## config.mk

```make
export PLATFORM = sky130hd
export DESIGN_NAME = pc_sequencer
export DESIGN_NICKNAME = d
export VERILOG_FILES = /design/src/rtl/riscv_pkg.sv /design/src/rtl/branch_cond.sv /design/src/rtl/pc_sequencer.sv
export SDC_FILE = /design/constraint.sdc
export NUM_CORES = 1
export LEC_CHECK = 0
export BUFFER_PORTS_ARGS = -buffer_cell sky130_fd_sc_hd__buf_2
export CAP_MARGIN = 10
export CORE_UTILIZATION = 40
export CTS_CLUSTER_DIAMETER = 30
export CTS_CLUSTER_SIZE = 8
export DETAILED_ROUTE_END_ITERATION = 8
export PLACE_DENSITY = 0.68
export SLEW_MARGIN = 5
export SYNTH_ARGS = -nofsm -noshare
export SYNTH_HDL_FRONTEND = slang
export SYNTH_SLANG_ARGS = --single-unit
```

## constraint.sdc

```tcl
create_clock -name clk -period 6.3 [get_ports clk]
set_clock_uncertainty 0.1 [all_clocks]
set_input_delay 0 -clock clk [delete_from_list [all_inputs] [get_ports clk]]
set_output_delay 0 -clock clk [all_outputs]
set_load 0.1 [all_outputs]
```

## src/rtl/riscv_pkg.sv

```systemverilog
// Shared definitions for the PC sequencer: FSM state encoding and
// conditional-branch funct3 codes.
package riscv_pkg;

    typedef enum logic [1:0] {
        IDLE  = 2'd0,
        FETCH = 2'd1,
        EXEC  = 2'd2,
        TRAP  = 2'd3
    } seq_state_t;

    localparam logic [2:0] F3_BEQ  = 3'b000;
    localparam logic [2:0] F3_BNE  = 3'b001;
    localparam logic [2:0] F3_BLT  = 3'b100;
    localparam logic [2:0] F3_BGE  = 3'b101;
    localparam logic [2:0] F3_BLTU = 3'b110;
    localparam logic [2:0] F3_BGEU = 3'b111;

endpackage

```

## src/rtl/branch_cond.sv

```systemverilog
// Evaluates the conditional-branch outcome from funct3 and the ALU flags.
// The reserved codes 010/011 never take the branch.
module branch_cond
    import riscv_pkg::*;
(
    input  logic [2:0] funct3,
    input  logic       zero,
    input  logic       lt,
    input  logic       ltu,
    output logic       cond
);

    always_comb begin
        cond = 1'b0;
        case (funct3)
            F3_BEQ:  cond = zero;
            F3_BNE:  cond = !zero;
            F3_BLT:  cond = lt;
            F3_BGE:  cond = !lt;
            F3_BLTU: cond = ltu;
            F3_BGEU: cond = !ltu;
            default: cond = 1'b0;
        endcase
    end

endmodule

```

## src/rtl/pc_sequencer.sv

```systemverilog
// Program-counter sequencer: fetches one instruction, commits it in a
// single EXEC cycle, and redirects to TRAP_VECTOR on a misaligned target.
module pc_sequencer
    import riscv_pkg::*;
#(
    parameter logic [31:0] RESET_VECTOR = 32'h0000_0000,
    parameter logic [31:0] TRAP_VECTOR  = 32'h0000_0100
) (
    input  logic        clk,
    input  logic        reset,
    input  logic        branch,
    input  logic        jump,
    input  logic        jalr,
    input  logic [2:0]  funct3,
    input  logic        zero,
    input  logic        lt,
    input  logic        ltu,
    input  logic [31:0] imm,
    input  logic [31:0] alu_result,
    input  logic        imem_ready,
    output logic        imem_req,
    output logic [31:0] imem_addr,
    output logic [31:0] pc,
    output logic [31:0] pc_plus4,
    output logic        instr_valid,
    output logic        taken,
    output logic        trap
);

    seq_state_t  state;
    logic        cond;
    logic        transfer;
    logic [31:0] target;

    branch_cond u_branch_cond (
        .funct3 (funct3),
        .zero   (zero),
        .lt     (lt),
        .ltu    (ltu),
        .cond   (cond)
    );

    assign pc_plus4  = pc + 32'd4;
    assign imem_addr = pc;
    assign transfer  = jalr | jump | (branch & cond);
    assign taken     = instr_valid & transfer;

    // jalr wins over jump, which wins over a conditional branch
    always_comb begin
        target = pc_plus4;
        if (jalr) begin
            target = alu_result & 32'hFFFF_FFFE;
        end else if (jump || (branch && cond)) begin
            target = pc + imm;
        end
    end

    always_ff @(posedge clk) begin
        if (reset) begin
            state       <= IDLE;
            pc          <= RESET_VECTOR;
            imem_req    <= 1'b0;
            instr_valid <= 1'b0;
            trap        <= 1'b0;
        end else begin
            imem_req    <= 1'b0;
            instr_valid <= 1'b0;
            trap        <= 1'b0;
            unique case (state)
                IDLE: begin
                    state    <= FETCH;
                    imem_req <= 1'b1;
                end
                FETCH: begin
                    if (imem_ready) begin
                        state       <= EXEC;
                        instr_valid <= 1'b1;
                    end else begin
                        imem_req <= 1'b1;
                    end
                end
                EXEC: begin
                    // a misaligned target is never loaded into pc
                    if (target[1:0] != 2'b00) begin
                        state <= TRAP;
                        trap  <= 1'b1;
                    end else begin
                        pc       <= target;
                        state    <= FETCH;
                        imem_req <= 1'b1;
                    end
                end
                TRAP: begin
                    pc       <= TRAP_VECTOR;
                    state    <= FETCH;
                    imem_req <= 1'b1;
                end
            endcase
        end
    end

endmodule

```

## Word level (Yosys, flattened, before mapping)

Index checks and enable logic that the tools add are counted.
W data, S select, Z words.

| cells by class | value |
|---|---|
| add/sub/neg operators | 2 |
| equal/unequal tests | 10 |
| muxes and demuxes | 13 |
| bitwise gates (word level) | 6 |
| reduce and logical (&&, ||, !) cells | 13 |

Operator list:

| cell | count |
|---|---|
| $mux W32 | 3 |
| $pmux W32 S2 | 1 |
| $add A32 B3 Y32 const B | 1 |
| $add A32 B32 Y32 | 1 |
| $eq A3 B3 Y1 const B | 4 |
| $pmux W1 S6 | 1 |
| $pmux W2 S3 | 1 |
| $reduce_or A2 Y1 | 3 |
| $eq A2 B2 Y1 const B | 2 |
| $mux W1 | 4 |
| $mux W2 | 2 |
| $ne A2 B2 Y1 const B | 2 |
| $reduce_bool A2 Y1 | 2 |
| $eq A3 B1 Y1 const B | 1 |
| $logic_not A1 Y1 | 3 |
| $logic_not A3 Y1 | 1 |
| $pmux W1 S3 | 1 |
| $and A1 B1 Y1 | 2 |
| $eq A2 B1 Y1 const B | 1 |
| $logic_not A2 Y1 | 1 |
| $not A1 Y1 | 2 |
| $or A1 B1 Y1 | 2 |
| $reduce_and A2 Y1 | 1 |
| $logic_and A1 B1 Y1 | 1 |
| $logic_or A1 B1 Y1 | 1 |

| word-level totals | value |
|---|---|
| flip-flop bits (word level) | 37 |
| input port bits | 76 |
| output and inout port bits | 100 |
| word-level logic and storage cells | 49 |

## Longest topological paths before layout

| logic depth | value |
|---|---|
| depth in word-level cells | 9 |
| gate-level depth with buffers | 11 |
| depth with buffers taken out | 11 |

## Hierarchy

A second synthesis with hierarchy kept.

| unflattened totals | value |
|---|---|
| cells, all modules | 554 |
| area, all modules | 4194.0 µm² |

By module, submodules not included:

| module | instances | cells each | area an instance (µm²) | sequential area each (µm²) |
|---|---|---|---|---|
| pc_sequencer | 1 | 549 | 4154.0 | 740.7 |
| branch_cond | 1 | 5 | 40.0 | 0.0 |

## Least setup slack after synthesis

OpenSTA, ideal clock, no wires.

| path | value |
|---|---|
| path type | flip-flop to flip-flop |
| from | register pc[12], in the netlist imem_addr[12] |
| to | register pc[31], in the netlist imem_addr[31] |
| setup time | 0.077 ns |
| data arrival time | 4.279 ns |
| data required time | 6.123 ns |
| slack | 1.845 ns |
| stages on the path, launching flop included | 8 |
| buffers on the path | 0 |
| clock period less this slack | 4.455 ns |
| path through | dfxtp_1 > nand4_1 > nor4_2 > nand4_1 > nor3_1 > xor2_1 > a41oi_1 > o21ai_1 |

| between the ends | value |
|---|---|
| cells in the longest elaborated chain, start to end | 5 |
| elaborated cells on any way between the ends | 6 |
| classes of those cells | add/sub: 2; mux: 4 |

RTL lines:

| what | line | source |
|---|---|---|
| from (decl) | pc_sequencer.sv:23 | `output logic [31:0] pc,` |
| from (signal assigned) | pc_sequencer.sv:88 | `pc <= target;` |
| $add A32 B3 Y32 | pc_sequencer.sv:43 | `assign pc_plus4 = pc + 32'd4;` |
| via pc_plus4[31] | pc_sequencer.sv:24 | `output logic [31:0] pc_plus4,` |
| $mux W32 | pc_sequencer.sv:53 | `end else if (jump \|\| (branch && cond)) begin` |
| $mux W32 | pc_sequencer.sv:51 | `if (jalr) begin` |
| $mux W32 | pc_sequencer.sv:84 | `if (target[1:0] != 2'b00) begin` |
| $pmux W32 S2 | pc_sequencer.sv:69 | `unique case (state)` |

The timed path passes the listed nets, and every way through them passes these cells. The select of a mux whose other input is x is not followed.
A chain may end at the register's enable or synchronous reset.

## Worst setup path after layout

| path | value |
|---|---|
| from | register pc[0], in the netlist imem_addr[0] |
| to | register pc[31], in the netlist imem_addr[31] |

| between the ends | value |
|---|---|
| cells in the longest elaborated chain, start to end | 6 |
| elaborated cells on any way between the ends | 9 |
| classes of those cells | add/sub: 2; eq/ne: 1; mux: 4; reduce/logical: 2 |

RTL lines:

| what | line |
|---|---|
| $add A32 B3 Y32 or $add A32 B32 Y32 (tied branches) | pc_sequencer.sv:43, pc_sequencer.sv:54 |
| $mux W32 (*) | pc_sequencer.sv:53 |
| $mux W32 (*) | pc_sequencer.sv:51 |
| $reduce_bool A2 Y1 | pc_sequencer.sv:84 |
| $ne A2 B2 Y1 (no source line) | - |
| $reduce_and A2 Y1 (no source line) | - |

Every way passes the cells marked *; elsewhere a longest branch is shown, timed or not. The select of a mux whose other input is x is not followed.

==> summary.txt <==
H-tree levels = 2
Number of global-route vias before repair = 4671
Util after Layout = 0.514
Fillers = 1111
Share of the synthesized area in the top cell type = 0.166
Rows = 38
Worst setup path class = reg2reg
1st-iter DRT viols = 273
FF+latch count, synth = 37
DRC violations left = 0
Max Fclk = 291 MHz
Post-Syn Instances = 592
CTS root buffer = clkbuf_8
P&R area growth vs syn = 25.1%
Share of post-route cells with drive strength above 1 = 0.269
Maximum root-to-sink buffer count = 2
Post-DP HPWL = 11.3 mm
Hold-fix buffers, CTS = 28
Largest net degree at the start of global routing = 30
Async SR Flop Fraction = 0
Crit. End Element = register
Worst hold margin = 34.1 ps
Clock latency on the worst-skew pair = 300 ps
CTS tree = done
First-pass GRT wire length = 23.3 mm
Status = completed
Synth warnings = 0
Clock Sinks = 37
Via/cell ratio = 5.73
Synth Flop Type = dfxtp_1
Port Buffers = 174
Clock transition at the registers of the reported paths = 100 ps
DP Area = 5200 um^2
Worst slew margin = 0.335
Final Cycle Share = 0.545
Sequential cell area fraction in the yosys report = 0.166
Grt total ovfl = 0
Static leakage = 2.68 nW
Area of the multi-input gates = 3320 um^2
Initial antenna violation count = 0
Max-slew violations = 0
Max-cap violations = 0
Pre-antenna DRT Iters = 5
Netlist cell types = 75
GP Congestion = 0.920
Nets = 864
Boundary pin count = 176
Min-Delay Path Class = in2reg
Setup ws final = 2860 ps
Setup TNS = 0 ps
CP Launch Type = register
Total Power = 1.22 mW
Starting Density = 0.411
Fin crit period = 3440 ps
Crit path required time = 6450 ps
Power Dens Cells = 218 nW/um^2
Setup repair after global routing missed its margin = no
Final Hold Vio Count = 0
EDFF count, synth = 0
Data arrival time of the critical path = 3580 ps
Placed cells = 856
Core area = 10800 um^2
CTS Buf Count = 5
Average size of a mapped cell = 7.52 um^2
Post-CTS Setup Bufs = 0
Die footprint = 11600 um^2
Die width = 108 um
Worst slew pin tran = 992 ps
Crit path max fanout = 22
Post-synth top area cell = dfxtp_1
GRT Total Usage = 0.254
# diodes = 0
Antenna-violating nets left = 0
WL final = 15.1 mm
Synth Net Count = 705
Cts repair resizes = 0
# setup viols final = 0
Die Y = 108 um
Non-filler cells in the finished layout = 892
Setup WS pre-CTS = 2920 ps
Synth top area cells = dfxtp_1 17%, ha_1 10%, xnor2_1 6.5%, buf_4 5.7%, nor2_1 4.6%
Sequential cell area = 741 um^2
Max rail drop VDD = 111 uV
Layout Cell Area excl Fill = 5570 um^2
Mapped Area = 4450 um^2
Via count = 5109
WL per Instance = 16.9 um
## area by class of cell
cell class | instances | share of cell area
multi-input cells | 482 | 0.596
well taps | 140 | 0.0314
clock buffers | 5 | 0.0123
flip-flops and latches | 37 | 0.133
inverters | 21 | 0.0141
repair buffers | 204 | 0.209
clock inverters | 3 | 0.00404
## cells in the mapped netlist, drive strengths merged (8+ instances only)
master	number
inv	20
o21ai	42
nand2b	11
and3	10
xor2	17
nand2	48
a211oi	16
clkbuf	14
dfxtp	37
ha	36
a21o	13
nor3	11
buf	38
nor2b	8
a21oi	42
xnor2	33
mux2i	9
nand4	15
nand3	18
nor2	54
## layer usage
metal  track usage  vias up  wire (um)
met5             0        -          0
met2         0.429      221       6960
li1              -     2478          -
met4        0.0744        0        277
met3        0.0278       23        935
met1         0.338     2387       6890
## logic make-up after synthesis
logic type / share of synthesized area
simple gates: 0.227
buf+inv: 0.0910
fa+ha+maj: 0.106
compound gates: 0.286
mux: 0.0253
flops: 0.166
xor+xnor: 0.0983
## worst paths after layout
kind,start,endpoint,slack [ps],depth (start not counted)
worst max register to register,imem_addr[0],imem_addr[31],2860,10
worst max-delay path,imem_addr[0],imem_addr[31],2860,10
worst min register to register,imem_addr[0],imem_addr[0],450,1
worst min-delay path,alu_result[29],imem_addr[29],30,4
## sequential cells by signal, indices dropped and copies added, names as in the netlist
signal	cells
trap	1
imem_req	1
state	2
instr_valid	1
imem_addr	32
## power by group
part / total [mW] / switching (mW) / internal, mW
Sequential: 0.289 / 0.0356 / 0.253
Combinational: 0.742 / 0.563 / 0.180
Clock: 0.184 / 0.105 / 0.0789
## placed cells by master, fill, tap and decap left out, types with 4 or more instances in the layout
cell	Yosys	final
o21ai_0	16	16
a21o_1	12	12
nand3_1	18	18
a21oi_1	40	40
nand2b_1	11	11
a22oi_1	7	7
nor2b_1	7	7
and4_1	5	5
nor2_1	54	54
nor3_1	10	9
nand2_1	48	48
dlygate4sd3_1	0	28
o21ai_1	26	26
a31oi_1	5	5
nand4_1	15	15
xor2_1	17	17
and2_1	6	6
xnor2_1	33	33
inv_1	20	20
ha_1	36	36
and3_1	10	10
buf_2	3	174
o211ai_1	5	5
mux2i_1	9	9
o21a_1	5	5
a222oi_1	4	4
a211oi_1	14	14
clkbuf_8	0	5
dfxtp_1	37	37
## critical path, stage by stage, from the launching register on
cell and delay (ps):
dfxtp_1 410, ha_1 200, inv_1 50, fa_1 420
nor2b_1 150, mux2i_1 290, o211a_1 790, a22o_1 240
a41oi_1 40, o21ai_1 110, dlygate4sd3_1 560
No activity file was read; power rests on OpenSTA's default activity.
